==> src/rtl/dw01_sub_seq.sv <==
// Multi-cycle unsigned subtractor: DIFF = A - B - BI, one chunk-bit slice per cycle,
// LSB slice first, with a start/busy/done handshake and registered results.
module dw01_sub_seq #(
  parameter int width = 32,
  parameter int chunk = 8
) (
  input  logic             clk,
  input  logic             rst_n,
  input  logic             start,
  input  logic [width-1:0] A,
  input  logic [width-1:0] B,
  input  logic             BI,
  output logic             busy,
  output logic             done,
  output logic [width-1:0] DIFF,
  output logic             BO
);

  localparam int N  = width / chunk;
  localparam int CW = (N > 1) ? $clog2(N) : 1;

  typedef enum logic {
    S_IDLE = 1'b0,
    S_RUN  = 1'b1
  } state_t;

  state_t           r_state;
  logic [CW-1:0]    r_cnt;
  logic [width-1:0] r_a;
  logic [width-1:0] r_b;
  logic             r_borrow;
  logic             r_busy;

  logic [chunk:0]   w_part;
  logic             w_last;
  logic [width-1:0] w_acc_next;

  // Operand registers shift right each cycle, so the active slice is always the low chunk.
  assign w_part = {1'b0, r_a[chunk-1:0]} - {1'b0, r_b[chunk-1:0]} - {{chunk{1'b0}}, r_borrow};
  assign w_last = (r_cnt == CW'(N - 1));
  assign busy   = r_busy;

  // Accumulator slices; w_acc_next folds in the slice being computed this cycle so the
  // completing edge can publish the full result including the final slice.
  generate
    for (genvar gi = 0; gi < N; gi++) begin : g_slice
      logic [chunk-1:0] r_slice;
      logic             w_hit;

      assign w_hit = (r_state == S_RUN) && (r_cnt == CW'(gi));

      always_ff @(posedge clk or negedge rst_n) begin
        if (!rst_n) begin
          r_slice <= '0;
        end else if (w_hit) begin
          r_slice <= w_part[chunk-1:0];
        end
      end

      assign w_acc_next[gi*chunk +: chunk] = w_hit ? w_part[chunk-1:0] : r_slice;
    end
  endgenerate

  always_ff @(posedge clk or negedge rst_n) begin
    if (!rst_n) begin
      r_state  <= S_IDLE;
      r_cnt    <= '0;
      r_a      <= '0;
      r_b      <= '0;
      r_borrow <= 1'b0;
      r_busy   <= 1'b0;
      done     <= 1'b0;
      DIFF     <= '0;
      BO       <= 1'b0;
    end else begin
      done <= 1'b0;
      case (r_state)
        S_IDLE: begin
          if (start) begin
            r_a      <= A;
            r_b      <= B;
            r_borrow <= BI;
            r_cnt    <= '0;
            r_busy   <= 1'b1;
            r_state  <= S_RUN;
          end
        end
        S_RUN: begin
          r_a      <= r_a >> chunk;
          r_b      <= r_b >> chunk;
          r_borrow <= w_part[chunk];
          r_cnt    <= r_cnt + CW'(1);
          if (w_last) begin
            r_cnt   <= '0;
            r_busy  <= 1'b0;
            r_state <= S_IDLE;
            DIFF    <= w_acc_next;
            BO      <= w_part[chunk];
            done    <= 1'b1;
          end
        end
        default: begin
          r_state <= S_IDLE;
          r_busy  <= 1'b0;
        end
      endcase
    end
  end

endmodule

==> config.mk <==
export PLATFORM = sky130hd
export DESIGN_NAME = dw01_sub_seq
export DESIGN_NICKNAME = d
export VERILOG_FILES = /design/src/rtl/dw01_sub_seq.sv
export SDC_FILE = /design/constraint.sdc
export NUM_CORES = 1
export LEC_CHECK = 0
export BUFFER_PORTS_ARGS = -buffer_cell sky130_fd_sc_hd__buf_4
export CAP_MARGIN = 20
export CORE_MARGIN = 3
export CORE_UTILIZATION = 40
export DETAILED_ROUTE_END_ITERATION = 12
export SYNTH_ARGS = -nofsm -noshare
export SYNTH_HDL_FRONTEND = slang
export SYNTH_SLANG_ARGS = --single-unit
==> constraint.sdc <==
create_clock -name clk -period 3.1 [get_ports clk]
set_input_delay 0.155 -clock clk [delete_from_list [all_inputs] [get_ports clk]]
set_output_delay 0.155 -clock clk [all_outputs]
set_load 0.03 [all_outputs]
==> results of run 1 <==
## synth_stat cells, types with 4 or more instances
library cell,count
xnor2_1,4
buf_2,12
buf_1,4
ha_1,18
mux2_2,24
dfrtp_1,127
nor2_1,28
clkbuf_1,15
mux2i_1,65
nand2_1,92
nand3_1,6
a21oi_1,6
o21ai_1,11
inv_1,25
a21o_1,4
o21ai_0,58
## layout make-up
class	count	area (um^2)	area share (%)
well taps	180	225	3.04
clock buffers	24	502	6.77
multi-input cells	345	2350	31.7
clock inverters	6	57.6	0.777
flip-flops and latches	127	3180	43.0
repair buffers	127	1000	13.5
inverters	25	93.8	1.27
## power by group through the flow
stage	Clock (W)	Combinational, W	Sequential (W)
2_1_floorplan	0	0.00228	0.00303
3_3_place_gp	0	0.00358	0.00270
3_5_place_dp	0	0.00369	0.00273
4_1_cts	0.00190	0.00372	0.00271
5_1_grt	0.00198	0.00411	0.00279
6_report	0.00186	0.00365	0.00269
## metrics by stage
step / hold slack, ns / util [%] / power [W]
final: 0.0355 / 53.0 / 0.00820
after global routing: 0.0273 / 53.0 / 0.00888
after floorplan: -0.141 / - / 0.00531
after detailed placement: 0.272 / 47.7 / 0.00642
after CTS: 0.0210 / 53.0 / 0.00833
after global placement: 0.266 / 47.7 / 0.00628
## path summary, 6_finish.rpt
path,from,end,slack (ns),cells after the start
min,B[18],r_b[18]$_DFFE_PN0P_,0.04,3
max in group asynchronous,rst_n,DIFF[2]$_DFFE_PN0P_,1.92,3
min reg2reg,g_slice[0].r_slice[5]$_DFF_PN0_,g_slice[0].r_slice[5]$_DFF_PN0_,0.47,2
max,r_a[0]$_DFFE_PN0P_,DIFF[14]$_DFFE_PN0P_,0.49,7
min in group asynchronous,rst_n,DIFF[9]$_DFFE_PN0P_,0.37,2
max reg2reg,r_a[0]$_DFFE_PN0P_,DIFF[14]$_DFFE_PN0P_,0.49,7
## cell families after synthesis
family | Yosys count | share of synthesized area (%)
DFF | 127 | 55.2
adders and majority gates | 20 | 4.61
xor gates and xnor gates | 8 | 1.35
muxes | 89 | 16.0
AOI/OAI and AO/OA | 91 | 9.17
buffers and inverters | 57 | 4.00
and+or+nand+nor | 137 | 9.65
## cells in the final DEF (no fill, tap or decap), types with 17 or more instances in the layout
| master | instances |
|---|---|
| buf_4 | 109 |
| o21ai_0 | 58 |
| nor2_1 | 28 |
| mux2_2 | 24 |
| dlygate4sd3_1 | 17 |
| ha_1 | 18 |
| nand2_1 | 92 |
| clkbuf_16 | 17 |
| mux2i_1 | 65 |
| dfrtp_1 | 126 |
| inv_1 | 25 |
## sequential cells by signal, indices dropped and copies added, names as in the netlist
signal           count
busy                 1
BO                   1
g_slice.r_slice     24
r_cnt                2
r_b                 32
r_a                 32
r_state              1
r_borrow             1
done                 1
DIFF                32
## metal layers
layer  track usage [%]  wire (um)  vias up
met4              6.06        184        0
met1              20.8       5450     1886
li1                  -          -     2011
met2              25.5       5730       96
met5                 0          0        -
met3              5.73        817       14
## worst max-delay path, cell delays in order, from the launching register on
cell and delay (ns):
dfrtp_1 0.40, fa_1 0.47, fa_1 0.44, nor3b_1 0.30, o21ai_1 0.13, xnor2_1 0.31
o21ai_1 0.15, mux2_2 0.29
## repair_timing
action | in CTS | in global routing
hold endpoints to repair | 102 | 0
hold buffers | 17 | 0
setup buffers | 0 | 0
==> run metrics, run 1 <==
Worst Max-Slew Pin Slew=1.00 ns; crit path max fanout=4; setup TNS=0 ns; Final Instance Area=7410 um^2; Tcrit/Tclk final=84.1%; Peak Freq=0.383 GHz; synth top area cells=dfrtp_1 55%, mux2i_1 11%, nand2_1 6.0%; final worst setup slack=0.492 ns; HP Class=primary input to flop; flops & latches, synth=127; share of cells above drive strength 1=25.7%; max-cap check violation count=0; Die Y=126 um; CTS resizes=0; Slew Limit Fails=0; status=complete, no violations; I/O Pins=103; average cell area after synthesis=10.9 um^2; ANT cells=0; DP HPWL=8410 um; core area=14,000 um^2; worst skew pair latency=0.41 ns; syn nets=617; internal power=0.00498 W; Hold Violations, Final=0; DP Cell Count=787; Post-synth EDFFs=0; Starting Density=41.1%; pin count of the biggest net entering global routing=121; kind of critical path=flop to flop; minimum clock period=2.61 ns; H-Tree Depth=4; area leader, netlist=dfrtp_1; area added between synthesis and finish=28.7%; setup slack at placement=0.503 ns; vias in the first global route=4,138; GPL Wtd Cong=0.769; wire per inst=14.6 um; initial antenna violation count=0; clk slew on worst S/H paths=0.05 ns; Yosys cell types=35; Die Wd=126 um; grt total ovfl=0; Final Skew=0.00476 ns; 1st-iter DRT viols=243; Detail Route Antenna Nets=0; Setup violations, final=0; Flop pwr share=32.8%; root buf cell=clkbuf_16; fin nets=731; Row Count=43; Req. time, crit path=3.39 ns; sequential-to-total area share from yosys stat=55.2%; total number of vias=4,007; die area=15,900 um^2; CP Launch Type=flop; Fill cells=1,296; Rel. slew slack=33.1%; critical path capture point type=flop; synth warn=0; cts bufs inserted=17; Cell Pwr Density=1110 nW/um^2; top cell type's share of synthesized area=55.2%; P_sw=0.00322 W; fin cells=834; clock sinks=127; Clock Path Buffers=2; combinational power share=44.5%; Tot GR Track Use=16.2%; Mapped Area=5760 um^2; DP Area=6680 um^2; Synth Flop Type=dfrtp_1; Post-synth ARST share=100%; leakage power=3.68 nW; Worst VDD drop=458 uV; CTS tree=yes; first-pass GRT wire length=20,500 um; drt total wl=12,200 um; vias per cell=4.80; Port Buffer Count=102; Clock power frac=22.7%; Worst Path Arrival=2.90 ns; Sw Share=39.2%; Mapped Cells=529; drt first pass iters=4; RSZ-0062 raised after global routing=false; DRC=0
(Power assumes the default switching activity.)
==> run 2, diff against run 1 <==
--- a/config.mk
+++ b/config.mk
@@ -5,6 +5,7 @@
 export SDC_FILE = /design/constraint.sdc
 export NUM_CORES = 1
 export LEC_CHECK = 0
+export ABC_AREA = 1
 export BUFFER_PORTS_ARGS = -buffer_cell sky130_fd_sc_hd__buf_4
 export CAP_MARGIN = 20
 export CORE_MARGIN = 3
==> constraint.sdc (replaced) <==
create_clock -name clk -period 2.2 [get_ports clk]
set_input_delay 0.11 -clock clk [delete_from_list [all_inputs] [get_ports clk]]
set_output_delay 0.11 -clock clk [all_outputs]
set_load 0.03 [all_outputs]
==> run 2 against run 1 <==
Sequential cell count stayed put. Register-to-register slack got worse by 0.35 ns. Utilization is 4.2 points higher. Non-clock buffer count grew 50.
==> run metrics, run 2 <==
Worst Path Arrival=2.36 ns (-0.54 ns); Mapped Area=5760 um^2 (+0.11%); Setup violations, final=0 (unchanged); core area=14,000 um^2 (unchanged); Reg2Reg Depth=11 (+4); minimum clock period=2.06 ns (-0.549 ns); kind of critical path=flop to flop; area added between synthesis and finish=38.8%; clk slew on worst S/H paths=0.06 ns (about the same); setup slack at placement=0.0320 ns (-0.471 ns); crit path max fanout=4 (unchanged); DP HPWL=8890 um (+5.8%); commonest non-fill, non-tap cell in the layout=nand2_1; DRC=0 (unchanged); Tot GR Track Use=18.0% (+1.8 points); Port Buffer Count=102 (unchanged); synth top area cells=dfrtp_1 55%, nand2_1 18%, nand3_1 5.2%; Synth Flop Type=dfrtp_1; H-Tree Depth=4 (unchanged); Cell Pwr Density=1520 nW/um^2 (+37%); HP Class=primary input to flop; grt total ovfl=0 (unchanged); initial antenna violation count=0 (unchanged); Starting Density=41.2% (+0.045 points); final worst setup slack=0.141 ns (-0.351 ns); sequential-to-total area share from yosys stat=55.2% (-0.060 points); Row Count=43 (unchanged); worst r2r dst=g_slice[2].r_slice[6]$_DFF_PN0_; root buf cell=clkbuf_16; top cells by count, synth=278 x nand2_1, 127 x dfrtp_1, 60 x nand3_1; synth warn=0 (unchanged); reg2reg start=r_a[0]$_DFFE_PN0P_; most frequent cell after synthesis=nand2_1; pin count of the biggest net entering global routing=67 (-45%); Peak Freq=0.486 GHz (+27%); Die Y=126 um (about the same); wire per inst=13.4 um (-8.3%); first-pass GRT wire length=23,300 um (+13%); average cell area after synthesis=8.95 um^2 (-18%); syn nets=732 (+19%); most frequent cells in the layout=275 x nand2_1, 126 x dfrtp_1, 110 x buf_4; Yosys cell types=32 (-8.6%); worst skew pair latency=0.41 ns (about the same); vias in the first global route=4,871 (+18%); Slew Limit Fails=0 (unchanged); Clock Path Buffers=2 (unchanged); setup TNS=0 ns (unchanged); Req. time, crit path=2.50 ns (-0.89 ns); leakage power=4.08 nW (+11%); area leader, netlist=dfrtp_1; 1st-iter DRT viols=337 (+39%); I/O Pins=103 (unchanged); RSZ-0062 raised after global routing=false; total number of vias=4,778 (+19%); die area=15,900 um^2 (+0.10%); Critical Path Start=r_a[0]$_DFFE_PN0P_; Worst Max-Slew Pin Slew=1.04 ns (+0.0324 ns); status=complete, no violations; fin nets=901 (+23%); Worst VDD drop=696 uV (+52%); drt total wl=13,500 um (+11%); Rel. slew slack=31.0% (-2.2 points); top cell type's share of synthesized area=55.2% (-0.060 points); crit path to=g_slice[2].r_slice[6]$_DFF_PN0_; Detail Route Antenna Nets=0 (unchanged); Final Skew=0.00997 ns (+0.00521 ns); CP Launch Type=flop; flops & latches, synth=127 (unchanged); Tcrit/Tclk final=93.6% (+9.5 points); share of cells above drive strength 1=20.7% (-5.0 points); vias per cell=4.75 (-1.1%); ANT cells=0 (unchanged); Post-synth EDFFs=0 (unchanged); drt first pass iters=4 (unchanged); biggest regs=DIFF: 32 flops, r_a: 32 flops, r_b: 32 flops; Mapped Cells=644 (+22%); cts bufs inserted=17 (unchanged); Post-synth ARST share=100% (unchanged); Reg2Reg Setup Slack=0.14 ns (-0.35 ns); Hold Violations, Final=0 (unchanged); critical path capture point type=flop; Die Wd=126 um (about the same); GPL Wtd Cong=0.769 (about the same); clock sinks=127 (unchanged); CTS tree=yes; max-cap check violation count=0 (unchanged)
## run 2: cell types whose count changed after synthesis, sizes merged, moves of 6 or more
cell / delta
nand2: +193
mux2i: -65
o21ai: -55
nand3: +54
mux2: -24
nor2: -18
inv: +17
a22o: +14
or2: +10
and2: +9
clkbuf: -8
o211ai: +6
## run 2: worst min path at each step
stage	cells after the start	endpoint	startpoint	slack, ns
final	4	r_state$_DFF_PN0_	start	0.16
after CTS	4	r_state$_DFF_PN0_	start	0.15
after global placement	1	DIFF[16]$_DFFE_PN0P_	rst_n	0.23
after floorplan	0	BO$_DFFE_PN0P_	rst_n	-0.19
after global routing	4	r_state$_DFF_PN0_	start	0.20
after detailed placement	1	DIFF[8]$_DFFE_PN0P_	rst_n	0.24
## run 2: cells by family (layout without fill, tap and decap cells)
family,Yosys count,in the layout,synth area share [%]
flip-flops,127,127,55.2
AO/OA/AOI/OAI,48,48,6.23
buffers and inverters,72,254,5.84
AND/OR/NAND/NOR,377,377,28.2
adder cells (fa/ha/maj),20,20,4.60
## run 2: metrics by stage
step	instance area, um^2	std cells	utilization (%)	total power [W]	hold WS (ns)
4_1_cts	7970	1006	57.0	0.0122	0.154
6_report	8000	1006	57.2	0.0122	0.161
2_1_floorplan	5760	644	-	0.00758	-0.186
5_1_grt	8000	1006	57.2	0.0131	0.203
3_5_place_dp	6680	908	47.8	0.00909	0.237
3_3_place_gp	6680	908	47.8	0.00895	0.228
## run 2: timing repair
| item | 4_1_cts | 5_1_grt |
|---|---|---|
| endpoints found under the hold margin | 121 | 0 |
| resized for setup | 0 | 8 |
| setup buffers | 0 | 0 |
| hold buffers | 66 | 0 |
| endpoints found under the setup margin | 0 | 26 |
## run 2: critical path: stages (launching register included)
cell and delay (ns):
dfrtp_1 0.40, fa_2 0.42, fa_2 0.36, inv_1 0.07
nand2_2 0.05, nand2_1 0.08, nand2_2 0.07, nand2_1 0.07
nand2_1 0.05, nand2_1 0.11, nand3_1 0.10, and2_1 0.15
## run 2: cell type report
class | count | area (um^2)
clock buffer | 21 | 470
sequential | 127 | 3180
clock inverter | 11 | 161
inverter | 45 | 184
timing repair buffer | 177 | 1510
fill | 1267 | 5990
multi-input combinational | 445 | 2270
tap | 180 | 225
## run 2: power by group
part / internal (W) / switching, W
Combinational: 0.00201 / 0.00347
Sequential: 0.00327 / 0.000449
Clock: 0.00198 / 0.000987
## run 2: routing by layer
layer  vias up  GRT usage, %  part of all wire [%]
met5         -             0                     0
met4         0          6.50                   1.6
met3        15          4.37                   5.5
met2       135          28.2                    46
met1      2240          24.6                    47
li1       2388             -                     -
==> run 3, diff against run 2 <==
--- a/config.mk
+++ b/config.mk
@@ -11,6 +11,7 @@
 export CORE_MARGIN = 3
 export CORE_UTILIZATION = 40
 export DETAILED_ROUTE_END_ITERATION = 12
+export GPL_TIMING_DRIVEN = 0
 export SYNTH_ARGS = -nofsm -noshare
 export SYNTH_HDL_FRONTEND = slang
 export SYNTH_SLANG_ARGS = --single-unit
==> run 3 against run 2 <==
Clock-buffer cell count grew 4. First-iteration DRC count shrank 20%. Non-clock buffer count grew 20. Largest power group unchanged. Hold slack lost 0.11 ns. Die area is the same. Register-to-register slack lost 0.03 ns. Wire length grew 3.2%. Cell count grew 1.9%. Total power grew 0.83%. Sequential power is essentially flat. Sequential cell count is the same. Combinational power grew 7.1%.
==> run metrics, run 3 (same netlist as run 2, synthesis figures left out) <==
status=complete, no violations; CP most frequent cell=nand2_1; fin nets=921 (+2.2%); I/O Pins=103 (unchanged); count of buffer and inverter cells on the critical path=2 (+1); DP Area=6780 um^2 (+1.5%); Hold Violations, Final=0 (unchanged); H-Tree Depth=4 (unchanged); CP Launch Type=flop; Reg2Reg Depth=12 (+1); leakage power=4.14 nW (+1.3%); pin count of the biggest net entering global routing=88 (+31%); Starting Density=41.2% (unchanged); GPL Wtd Cong=0.779 (+1.2%); CTS tree=yes; WL met2=6740 um (+9.3%); setup TNS=0 ns (unchanged); wire length on met3=653 um (-12%); Hold WS=0.0470 ns (-0.114 ns); DRC=0 (unchanged); wl on met1=6350 um (about the same); worst skew pair latency=0.41 ns (about the same); kind of critical path=flop to flop; fin cells=1,025 (+1.9%); critical path depth=12 (+1); drt first pass iters=4 (unchanged); Clock power frac=21.9% (-2.5 points); Final Skew=0.00641 ns (-0.00356 ns); minimum clock period=2.08 ns (+0.0255 ns); Req. time, crit path=2.50 ns (about the same); initial antenna violation count=0 (unchanged); DP HPWL=9930 um (+12%); internal power=0.00717 W (-1.1%); root buf cell=clkbuf_16; area added between synthesis and finish=40.4%; grt total ovfl=0 (unchanged); first-pass GRT wire length=23,900 um (+2.8%); Flop pwr share=30.1% (-0.5 points); total number of vias=4,816 (+0.80%); DP Cell Count=927 (+2.1%); most frequent cells in the layout=271 x nand2_1, 127 x dfrtp_1, 109 x buf_4; Tcrit/Tclk final=94.8% (+1.2 points); crit-path leading delay family=adder cells; Tot GR Track Use=18.7% (+0.66 points); max-cap check violation count=0 (unchanged); crit path max fanout=4 (unchanged); clock sinks=127 (unchanged); worst hold endpoint=r_borrow$_DFFE_PN0P_; Worst VDD drop=721 uV (+3.6%); Worst Max-Slew Pin Slew=0.531 ns (-0.505 ns); slowest stage cell, crit path=fa_2; HP Class=primary input to flop; commonest non-fill, non-tap cell in the layout=nand2_1; drt total wl=13,900 um (+3.2%); CP peak stage delay=0.57 ns (+0.15 ns); Detail Route Antenna Nets=0 (unchanged); biggest regs=DIFF: 32 flops, r_a: 32 flops, r_b: 32 flops; Multi-input gate area=2320 um^2 (+2.0%); core area=14,000 um^2 (unchanged); Clock Path Buffers=2 (unchanged); critical path capture point type=flop; Reg2Reg Setup Slack=0.12 ns (-0.03 ns); Slew Limit Fails=0 (unchanged); worst r2r dst=DIFF[23]$_DFFE_PN0P_; Cell Pwr Density=1520 nW/um^2 (-0.27%); Fill cells=1,277 (+0.79%); Worst Hold Depth=5 (+1); Row Count=43 (unchanged); FF+latch area=3180 um^2 (about the same); worst-path cell chain=inv_1 -> fa_2 -> inv_1 -> ha_1 -> o21ai_2 -> nand2_2 -> nand2_1 -> nand2_1 -> nand2_2 -> nand3_1 -> nand3_1 -> nand2_1; die area=15,900 um^2 (unchanged); DR top layer=met4; cts bufs inserted=17 (unchanged); P_sw=0.00509 W (+3.7%); Peak Freq=0.480 GHz (-1.2%); ANT cells=0 (unchanged); Sw Share=41.5% (+1.1 points); Port Buffer Count=102 (unchanged); Rel. slew slack=64.6% (+34 points); Setup violations, final=0 (unchanged); vias per cell=4.70 (-1.1%); clk slew on worst S/H paths=0.05 ns (about the same); Final Instance Area=8090 um^2 (+1.1%); Worst Path Arrival=2.38 ns (+0.02 ns); Die Y=126 um (unchanged); Die Wd=126 um (unchanged); vias in the first global route=5,021 (+3.1%); 1st-iter DRT viols=269 (-20%); hold path startpoint=BI; combinational power share=47.9% (+2.8 points); wire per inst=13.6 um (+1.3%); reg2reg start=r_borrow$_DFFE_PN0P_; share of cells above drive strength 1=22.1% (+1.4 points)
-- run 3: cell count changes in the layout (fill, tap and decap cells not counted), moves of 4 or more --
cell and change:
clkbuf_1 +12, nand2_1 -4, nand3_1 -4, nand3_2 +4, buf_2 +11
-- run 3: power by group through the flow --
stage               clock network (W)  registers, W  logic (W)
floorplan                           0       0.00420    0.00337
CTS                           0.00275       0.00370    0.00571
global route                  0.00285       0.00380    0.00661
detailed placement                  0       0.00374    0.00552
global placement                    0       0.00369    0.00538
finish                        0.00269       0.00369    0.00587
-- run 3: final cells by class --
class,instances,share of cell area (%)
multi-input cells,445,28.7
inverters,45,2.27
plain buffers,27,1.89
repair buffers,170,18.1
flip-flops and latches,127,39.3
clock buffers,25,6.00
clock inverters,6,1.02
well taps,180,2.78
-- run 3: stage by stage --
step,setup WS (ns),power (W),utilization [%]
3_5_place_dp,-0.107,0.00925,48.5
5_1_grt,-0.0160,0.0133,57.8
6_report,0.115,0.0123,57.8
4_1_cts,0.0142,0.0122,57.3
3_3_place_gp,-0.0672,0.00908,48.3
2_1_floorplan,0.139,0.00758,-
-- run 3: how the worst max path moves through the flow --
stage / to / slack (ns) / from
floorplan: g_slice[0].r_slice[6]$_DFF_PN0_ / 0.14 / r_a[0]$_DFFE_PN0P_
global placement: g_slice[2].r_slice[6]$_DFF_PN0_ / -0.07 / r_a[0]$_DFFE_PN0P_
detailed placement: g_slice[1].r_slice[6]$_DFF_PN0_ / -0.11 / r_a[0]$_DFFE_PN0P_
CTS: g_slice[2].r_slice[6]$_DFF_PN0_ / 0.01 / r_a[0]$_DFFE_PN0P_
global route: DIFF[21]$_DFFE_PN0P_ / -0.02 / r_borrow$_DFFE_PN0P_
finish: DIFF[23]$_DFFE_PN0P_ / 0.12 / r_borrow$_DFFE_PN0P_
-- run 3: what timing repair did --
action | 4_1_cts | 5_1_grt
setup endpoints to repair | 12 | 30
hold endpoints to repair | 104 | 0
hold buffers | 65 | 0
pin swaps | 0 | 7
gates resized for setup | 5 | 15
setup buffers | 0 | 2
-- run 3: layer usage --
| layer | vias up | track usage [%] |
|---|---|---|
| met4 | 0 | 6.75 |
| li1 | 2440 | - |
| met5 | - | 0 |
| met1 | 2241 | 23.6 |
| met3 | 16 | 4.96 |
| met2 | 119 | 31.1 |
-- run 3: worst min-delay path: stages --
cell	delay (ns)
buf_4	0.07
nand2_1	0.07
o21ai_0	0.08
inv_1	0.04
nand2_1	0.05
